<file path="config.mk">
export PLATFORM = sky130hd
export DESIGN_NAME = store_align_buffer_flat
export DESIGN_NICKNAME = d
export VERILOG_FILES = /design/src/rtl/store_align_buffer_pkg.sv /design/src/rtl/store_align_buffer_if.sv /design/src/rtl/store_align_buffer_lane_gen.sv /design/src/rtl/store_align_buffer.sv /design/src/flat_wrapper.sv
export SDC_FILE = /design/constraint.sdc
export NUM_CORES = 1
export LEC_CHECK = 0
export CAP_MARGIN = 20
export CORE_AREA = 8 8 190 147
export DETAILED_ROUTE_END_ITERATION = 8
export DIE_AREA = 0 0 198 155
export PLACE_DENSITY = 0.79
export SETUP_SLACK_MARGIN = 0.4
export SYNTH_ARGS = -nofsm -noshare
export SYNTH_HDL_FRONTEND = slang
export SYNTH_SLANG_ARGS = --single-unit
</file>
<file path="constraint.sdc">
create_clock -name clk -period 8.7 [get_ports clk]
set_clock_uncertainty 0.1 [all_clocks]
set_input_delay 1.305 -clock clk [delete_from_list [all_inputs] [get_ports clk]]
set_output_delay 1.305 -clock clk [all_outputs]
set_load 0.01 [all_outputs]
</file>
<file path="src/rtl/store_align_buffer_pkg.sv">
// rtl/store_align_buffer_pkg.sv - shared store size codes and byte strobe constants
package store_align_buffer_pkg;

    typedef enum logic [1:0] {
        SIZE_B = 2'b00,
        SIZE_H = 2'b01,
        SIZE_W = 2'b10,
        SIZE_X = 2'b11
    } storeSizeT;

    localparam logic [3:0] STRB_B   = 4'b0001;
    localparam logic [3:0] STRB_HLO = 4'b0011;
    localparam logic [3:0] STRB_HHI = 4'b1100;
    localparam logic [3:0] STRB_W   = 4'b1111;

endpackage

</file>
<file path="src/rtl/store_align_buffer_if.sv">
// rtl/store_align_buffer_if.sv - store request and data memory handshake bundle
interface store_align_buffer_if #(
    parameter int ADDR_W = 32
) ();
    logic              req_valid;
    logic              req_ready;
    logic [ADDR_W-1:0] req_addr;
    logic [1:0]        req_size;
    logic [31:0]       req_data;

    logic              mem_valid;
    logic              mem_ready;
    logic [ADDR_W-1:0] mem_addr;
    logic [31:0]       mem_wdata;
    logic [3:0]        mem_wstrb;

    modport master (
        output req_valid, req_addr, req_size, req_data, mem_ready,
        input  req_ready, mem_valid, mem_addr, mem_wdata, mem_wstrb
    );

    modport slave (
        input  req_valid, req_addr, req_size, req_data, mem_ready,
        output req_ready, mem_valid, mem_addr, mem_wdata, mem_wstrb
    );
endinterface

</file>
<file path="src/rtl/store_align_buffer_lane_gen.sv">
// rtl/store_align_buffer_lane_gen.sv - lane replication, byte strobes and misalign detect
module store_lane_gen
    import store_align_buffer_pkg::*;
(
    input  logic [1:0]  addrLo,
    input  logic [1:0]  size,
    input  logic [31:0] data,
    output logic [31:0] laneData,
    output logic [3:0]  laneStrb,
    output logic        misalign
);

    always_comb begin
        laneData = data;
        laneStrb = STRB_W;
        misalign = 1'b0;
        case (storeSizeT'(size))
            SIZE_B: begin
                laneData = {4{data[7:0]}};
                laneStrb = STRB_B << addrLo;
            end
            SIZE_H: begin
                laneData = {2{data[15:0]}};
                laneStrb = addrLo[1] ? STRB_HHI : STRB_HLO;
                misalign = addrLo[0];
            end
            SIZE_W: misalign = (addrLo != 2'b00);
            default: misalign = 1'b1;
        endcase
    end

endmodule

</file>
<file path="src/rtl/store_align_buffer.sv">
// rtl/store_align_buffer.sv - in-order store buffer with alignment checks and flush
module store_align_buffer
    import store_align_buffer_pkg::*;
#(
    parameter int DEPTH  = 4,
    parameter int ADDR_W = 32
) (
    input  logic                   clk,
    input  logic                   rst,
    store_align_buffer_if.slave    bus,
    input  logic                   flush,
    output logic                   ades,
    output logic [ADDR_W-1:0]      ades_addr,
    output logic [$clog2(DEPTH):0] count
);

    localparam int PTR_W = $clog2(DEPTH);
    localparam int CNT_W = PTR_W + 1;
    localparam logic [CNT_W-1:0] FULL = CNT_W'(DEPTH);

    logic [ADDR_W-1:0] addrQ [DEPTH];
    logic [31:0]       dataQ [DEPTH];
    logic [3:0]        strbQ [DEPTH];
    logic [PTR_W-1:0]  headPtr;
    logic [PTR_W-1:0]  tailPtr;

    logic [31:0] laneData;
    logic [3:0]  laneStrb;
    logic        misalign;
    logic        accept;
    logic        reject;
    logic        enq;
    logic        deq;

    store_lane_gen u_lane_gen (
        .addrLo   (bus.req_addr[1:0]),
        .size     (bus.req_size),
        .data     (bus.req_data),
        .laneData (laneData),
        .laneStrb (laneStrb),
        .misalign (misalign)
    );

    assign bus.req_ready = (count != FULL);
    assign bus.mem_valid = (count != '0);
    assign bus.mem_addr  = addrQ[headPtr];
    assign bus.mem_wdata = dataQ[headPtr];
    assign bus.mem_wstrb = strbQ[headPtr];

    // A flush swallows the incoming request entirely, including its fault report
    assign accept = bus.req_valid && bus.req_ready;
    assign reject = accept && misalign && !flush;
    assign enq    = accept && !misalign && !flush;
    assign deq    = bus.mem_valid && bus.mem_ready;

    always_ff @(posedge clk) begin
        if (rst) begin
            headPtr   <= '0;
            tailPtr   <= '0;
            count     <= '0;
            ades      <= 1'b0;
            ades_addr <= '0;
            for (int i = 0; i < DEPTH; i++) begin
                addrQ[i] <= '0;
                dataQ[i] <= '0;
                strbQ[i] <= '0;
            end
        end else begin
            ades <= reject;
            if (reject) begin
                ades_addr <= bus.req_addr;
            end
            if (enq) begin
                addrQ[tailPtr] <= {bus.req_addr[ADDR_W-1:2], 2'b00};
                dataQ[tailPtr] <= laneData;
                strbQ[tailPtr] <= laneStrb;
            end
            headPtr <= headPtr + PTR_W'(deq);
            if (flush) begin
                // Keep only the head, which may already be mid-handshake with memory
                tailPtr <= (count == '0) ? tailPtr : headPtr + 1'b1;
                count   <= (count == '0 || deq) ? '0 : CNT_W'(1);
            end else begin
                tailPtr <= tailPtr + PTR_W'(enq);
                count   <= count + CNT_W'(enq) - CNT_W'(deq);
            end
        end
    end

endmodule

</file>
<file path="src/flat_wrapper.sv">
// flat-port wrapper written by rule: the top's interface ports become plain ports
module store_align_buffer_flat import store_align_buffer_pkg::*;
#(
    parameter int DEPTH  = 4,
    parameter int ADDR_W = 32
)
  (clk, rst, flush, ades, ades_addr, count, bus_req_valid, bus_req_addr, bus_req_size, bus_req_data, bus_mem_ready, bus_req_ready, bus_mem_valid, bus_mem_addr, bus_mem_wdata, bus_mem_wstrb);
  store_align_buffer_if #(.ADDR_W(ADDR_W)) bus_i ();
  input  logic clk;
  input  logic rst;
  input  logic flush;
  output logic ades;
  output logic [ADDR_W-1:0] ades_addr;
  output logic [$clog2(DEPTH):0] count;
  input wire logic [$bits(bus_i.req_valid)-1:0] bus_req_valid;
  input wire logic [$bits(bus_i.req_addr)-1:0] bus_req_addr;
  input wire logic [$bits(bus_i.req_size)-1:0] bus_req_size;
  input wire logic [$bits(bus_i.req_data)-1:0] bus_req_data;
  input wire logic [$bits(bus_i.mem_ready)-1:0] bus_mem_ready;
  output wire logic [$bits(bus_i.req_ready)-1:0] bus_req_ready;
  output wire logic [$bits(bus_i.mem_valid)-1:0] bus_mem_valid;
  output wire logic [$bits(bus_i.mem_addr)-1:0] bus_mem_addr;
  output wire logic [$bits(bus_i.mem_wdata)-1:0] bus_mem_wdata;
  output wire logic [$bits(bus_i.mem_wstrb)-1:0] bus_mem_wstrb;
  assign bus_i.req_valid = bus_req_valid;
  assign bus_i.req_addr = bus_req_addr;
  assign bus_i.req_size = bus_req_size;
  assign bus_i.req_data = bus_req_data;
  assign bus_i.mem_ready = bus_mem_ready;
  assign bus_req_ready = bus_i.req_ready;
  assign bus_mem_valid = bus_i.mem_valid;
  assign bus_mem_addr = bus_i.mem_addr;
  assign bus_mem_wdata = bus_i.mem_wdata;
  assign bus_mem_wstrb = bus_i.mem_wstrb;
  store_align_buffer #(.DEPTH(DEPTH), .ADDR_W(ADDR_W)) u_core (.clk(clk), .rst(rst), .bus(bus_i), .flush(flush), .ades(ades), .ades_addr(ades_addr), .count(count));
endmodule
</file>
==> run summary, run 1 <==
Ports - 177
Syn Area/Cell - 13.9 um^2
Deepest clock path buffer count - 3
Worst-Margin Slew - 1.13 ns
Worst Hold Class - flop to flop
DRC errors left - 0
Fill cells - 1,836
Worst path depth - 5
Post-CTS Resized - 0
EDFF count, synth - 264
Top_reg_cell synth - edfxtp_1
Core Util, Final - 65.1%
Via count - 8,500
Slew Viols, Final - 0
PD cells - 212 nW/um^2
Routed Antenna Nets - 0
Clock sink total - 304
CP Data Arrival Time - 5.00 ns
DRT iter0 DRCs - 725
Chip width - 198 um
Synth async-reset ratio - 0%
CTS tree - done
Min Tclk post-route - 4.94 ns
Hold path cells - 2
H-tree depth - 1
Seq/Total Area, Yosys - 65.1%
NumNets Final - 1,174
GRT Total Usage - 20.9%
Routed len/inst - 22.1 um
Antenna violations before repair - 0
Yosys warns - 0
CP endpoint kind - flop
Final Hold Viols - 0
Hold Buf Count CTS - 0
Vias in the first global route - 8,645
# setup viols final - 0
CP peak stage delay - 0.94 ns
WS Path Type - primary input to flop
Global route overflow - 0
Synthesized cell area - 13,400 um^2
R2R Path Start - u_core.tailPtr[1]$_SDFFE_PP0P_
Commonest non-fill, non-tap cell in the layout - edfxtp_1
Drt pass-1 iters - 5
Register-to-register path setup slack - 5.11 ns
Dpl hpwl - 19.9 mm
Max_cap viols - 0
Endpoint, Worst Hold - u_core.ades_addr[25]$_SDFFE_PP0P_
Vias/cell - 5.81
Routability cong. - 0.786
Number of library cell types mapped by synthesis - 39
Worst-path maximum fanout - 42
Number of diodes - 0
R2R cell count - 4
Die Y - 155 um
Fmax - 0.203 GHz
Setup TNS - 0 ns
Outcome - finished clean
CTS buffer count - 29
CP startpoint kind - primary input
Hold Crit Start - u_core.ades_addr[25]$_SDFFE_PP0P_
CTS Root Cell - clkbuf_16
Starting Density - 53.2%
Layout area overhead - 22.4%
Worst-path cell chain - clkdlybuf4s50_1 -> nor3_1 -> o2111ai_2 -> o21ai_4 -> buf_4
Core Footprint - 25,200 um^2
Postcts setup bufs - 0
Clock-pin transition on the worst setup and hold timing paths - 0.06 ns
Worst R2R End - u_core.addrQ[2][13]$_SDFFCE_PN0P_
Tcrit/Tclk final - 56.7%
DRT Wirelength - 32.4 mm
Global-route wire length before repair - 49.9 mm
Slew HR - 24.6%
WP buf/inv - 2
Leakage - 5.49 nW
Most frequent cells in the layout - 264 x edfxtp_1, 182 x nor3_1, 174 x clkdlybuf4s50_1, 89 x nand2_1, 81 x nor2_1
Peak supply drop - 0.000156 V
Seq cells post-synth - 304
I/O Buffers - 174
Largest net degree at the start of global routing - 116
Clock Latency Late Sink - 0.53 ns
Largest delay share family, worst path - compound AO/OA/AOI/OAI gates
Die Area - 30,700 um^2
WP data required - 8.76 ns
CP max-delay cell - o21ai_4
Mapped Cells - 964
RSZ-0062 raised after global routing - false
Layout cells sized above 1 - 13.8%
Placement Rows - 51
-- how the worst max path moves through the flow --
stage	start	to	slack, ns
6_report	bus_req_size[0]	u_core.addrQ[0][5]$_SDFFCE_PN0P_	3.76
5_1_grt	bus_req_size[0]	u_core.addrQ[0][5]$_SDFFCE_PN0P_	3.55
3_3_place_gp	bus_req_size[0]	u_core.dataQ[2][25]$_SDFFCE_PN0P_	3.32
4_1_cts	bus_req_size[0]	u_core.strbQ[0][2]$_SDFFCE_PN0P_	3.78
3_5_place_dp	bus_req_size[0]	u_core.dataQ[2][25]$_SDFFCE_PN0P_	3.26
2_1_floorplan	bus_req_size[0]	u_core.addrQ[3][0]$_DFFE_PP_	0.95
-- layer usage --
metal	vias up	share of wire [%]	track usage, %
met1	4252	41	27.5
met4	0	2.5	6.28
li1	3871	-	-
met2	329	49	34.7
met3	48	7.5	4.12
met5	-	0	0
-- cells in the mapped netlist, types with 3 or more instances --
library cell	instances	share of area, %
xnor2_1	3	0.20
nor4_1	7	0.33
mux2_2	8	0.67
a21oi_1	8	0.30
edfxtp_1	264	59
buf_4	4	0.22
ha_1	4	0.37
nand2b_1	6	0.28
inv_1	26	0.73
o2111ai_1	3	0.20
o21ai_0	4	0.15
nor2b_1	3	0.14
buf_6	4	0.34
nand2_1	92	2.6
clkbuf_1	45	1.3
nor3_1	182	6.8
mux2i_1	56	4.2
and2_1	3	0.14
buf_2	33	1.2
dfxtp_1	40	6.0
nor2_1	82	2.3
mux4_2	66	11
-- through the flow --
| stage | total power, mW | cells | setup slack [ns] | hold WS (ns) | area [um^2] |
|---|---|---|---|---|---|
| 5_1_grt | 3.59 | 1462 | 3.55 | 0.377 | 16400 |
| 3_5_place_dp | 2.18 | 1408 | 3.26 | 0.345 | 15300 |
| 2_1_floorplan | 1.97 | 965 | 0.949 | 0.379 | 13400 |
| 3_3_place_gp | 2.17 | 1408 | 3.32 | 0.341 | 15300 |
| 6_report | 3.48 | 1462 | 3.76 | 0.355 | 16400 |
| 4_1_cts | 3.50 | 1459 | 3.78 | 0.357 | 16300 |
-- registers in the layout (all words and copies together), names as in the netlist --
name / flops
u_core.tailPtr: 2
u_core.count: 3
u_core.ades: 1
u_core.dataQ: 128
u_core.headPtr: 2
u_core.strbQ: 16
u_core.ades_addr: 32
u_core.addrQ: 120
-- tightest hold or removal path: stages (launching register included) --
cell and delay (ns):
dfxtp_1 0.31, nand2_1 0.05, mux2i_1 0.05
-- kinds of logic (layout without fill, tap and decap cells) --
kind of cell / after synthesis / in the layout / synth area share, %
flops: 304 / 304 / 65.1
mux: 130 / 130 / 15.9
other cells: 1 / 2 / 0.0280
simple gates: 383 / 383 / 13.1
fa+ha+maj: 5 / 5 / 0.523
xor+xnor: 4 / 4 / 0.261
buf+inv: 115 / 268 / 3.87
compound gates: 22 / 22 / 1.19
-- layout make-up --
cell class | instances | area, um^2 | area share [%]
Multi-Input combinational cell | 546 | 4230 | 25.8
Inverter | 27 | 101 | 0.618
Timing Repair Buffer | 190 | 1890 | 11.5
Tap cell | 344 | 430 | 2.62
Clock buffer | 35 | 778 | 4.74
Sequential cell | 304 | 8740 | 53.3
Clock inverter | 16 | 228 | 1.39
-- where the power goes --
part	internal (mW)	leakage [nW]	switching [mW]
sequential	1.65	3.06	0.0397
clock	0.809	0.493	0.528
combinational	0.217	1.94	0.238
No activity file was read; power rests on OpenSTA's default activity.
==> run 2: changes to the inputs <==
- CORE_AREA: 8 8 190 147 -> 8 8 199 153
- DIE_AREA: 0 0 198 155 -> 0 0 207 161
- PLACE_DENSITY: 0.79 -> 0.76
- clock period: 8.7 -> 4 ns (I/O delays scaled with it)
==> run 2 against run 1 <==
  * Non-clock buffer count increased by 12
  * Register-to-register slack got worse by 4.0 ns
  * Clock power increased by 110%
  * Routed wire length increased by 3.9%
  * Largest power group unchanged
  * Largest cell class unchanged
  * Flip-flop and latch count unchanged
==> run summary, run 2 (synthesized netlist as in run 1, its figures left out) <==
Outcome - finished clean
Die Area - 33,300 um^2
Final Cell Area - 16,500 um^2
Clock sink total - 304
Final Hold Viols - 0
CP endpoint kind - primary output
Chip width - 207 um
NumNets Final - 1,186
CP Data Arrival Time - 2.68 ns
RSZ-0062 raised after global routing - false
Routed len/inst - 22.6 um
Worst-path maximum fanout - 27
Dpl hpwl - 21.1 mm
Max_cap viols - 0
Routability cong. - 0.753
Placement Rows - 53
Starting Density - 48.8%
I/O Buffers - 174
WS Path Type - flop to primary output
Global-route wire length before repair - 53.5 mm
Clock Latency Late Sink - 0.54 ns
Vias in the first global route - 9,097
Core Footprint - 27,500 um^2
Routed Antenna Nets - 0
Area of placed instances - 15,500 um^2
Design Power - 7.49 mW
Clock-pin transition on the worst setup and hold timing paths - 0.07 ns
Worst-Margin Slew - 1.11 ns
Layout area overhead - 23.2%
CP startpoint kind - flop
Antenna violations before repair - 0
Biggest register - u_core.dataQ
Die Y - 161 um
Setup TNS - 0 ns
Post-CTS Resized - 0
WP data required - 3.30 ns
Core Util, Final - 60.1%
Deepest clock path buffer count - 3
Vias/cell - 5.79
GRT Total Usage - 20.2%
H-tree depth - 1
Regs by FF count - u_core.dataQ: 128 flops, u_core.addrQ: 120 flops, u_core.ades_addr: 32 flops
Global route overflow - 0
Area occupied by multi-input gates - 4240 um^2
# setup viols final - 0
CTS buffer count - 29
DRT Wirelength - 33.7 mm
Largest net degree at the start of global routing - 70
Via count - 8,618
DRT iter0 DRCs - 726
Worst Hold Class - flop to flop
CTS tree - done
Hold Buf Count CTS - 0
Postcts setup bufs - 0
PD cells - 454 nW/um^2
Ports - 177
DRC errors left - 0
Min Tclk post-route - 3.38 ns
Layout cells sized above 1 - 14.7%
Most frequent cells in the layout - 264 x edfxtp_1, 181 x nor3_1, 174 x clkdlybuf4s50_1, 89 x nand2_1, 81 x nor2_1
Drt pass-1 iters - 5
Fmax - 0.296 GHz
Slew Viols, Final - 0
Slew HR - 26.0%
CTS Root Cell - clkbuf_16
Fill cells - 2,153
Max reg flops - 128
Leakage - 5.54 nW
Peak supply drop - 0.000312 V
Commonest non-fill, non-tap cell in the layout - edfxtp_1
Sequential cell area - 8740 um^2
Number of diodes - 0
Tcrit/Tclk final - 84.4%
run 2: stage by stage:
step	cells	hold slack, ns	setup slack [ns]
after floorplan	965	0.379	0.402
after global placement	1436	0.342	0.546
after global routing	1489	0.377	0.504
after detailed placement	1436	0.347	0.508
after CTS	1489	0.361	0.578
final	1489	0.357	0.624
run 2: worst paths after layout:
| kind | from | to | slack, ns | depth (start not counted) |
|---|---|---|---|---|
| max | u_core.headPtr[0]$_SDFF_PP0_ | bus_mem_wstrb[1] | 0.62 | 3 |
| min | u_core.ades_addr[26]$_SDFFE_PP0P_ | u_core.ades_addr[26]$_SDFFE_PP0P_ | 0.36 | 2 |
| max reg2reg | u_core.count[2]$_SDFF_PP0_ | u_core.dataQ[0][9]$_SDFFCE_PN0P_ | 1.09 | 6 |
| min reg2reg | u_core.ades_addr[26]$_SDFFE_PP0P_ | u_core.ades_addr[26]$_SDFFE_PP0P_ | 0.36 | 2 |
run 2: per-layer routing:
layer	part of all wire [%]	up-vias	GRT usage, %
li1	-	3889	-
met3	7.9	46	4.59
met1	41	4336	26.4
met4	1.9	0	4.41
met5	0	-	0
met2	49	347	34.2
run 2: critical path, stage by stage (launching register included):
cell             delay, ns
dfxtp_4               0.67
buf_12                0.31
mux4_2                0.60
clkdlybuf4s50_1       0.53
run 2: area by class of cell:
cell class | instances | area share (%)
Timing Repair Buffer | 202 | 12.2
Tap cell | 357 | 2.71
Inverter | 27 | 0.614
Clock inverter | 13 | 0.849
Clock buffer | 40 | 5.02
Multi-Input combinational cell | 546 | 25.7
Sequential cell | 304 | 52.9
run 2: where the power goes:
| group | internal, mW | switching, mW |
|---|---|---|
| registers | 3.59 | 0.0738 |
| clock network | 1.64 | 1.15 |
| logic | 0.489 | 0.543 |
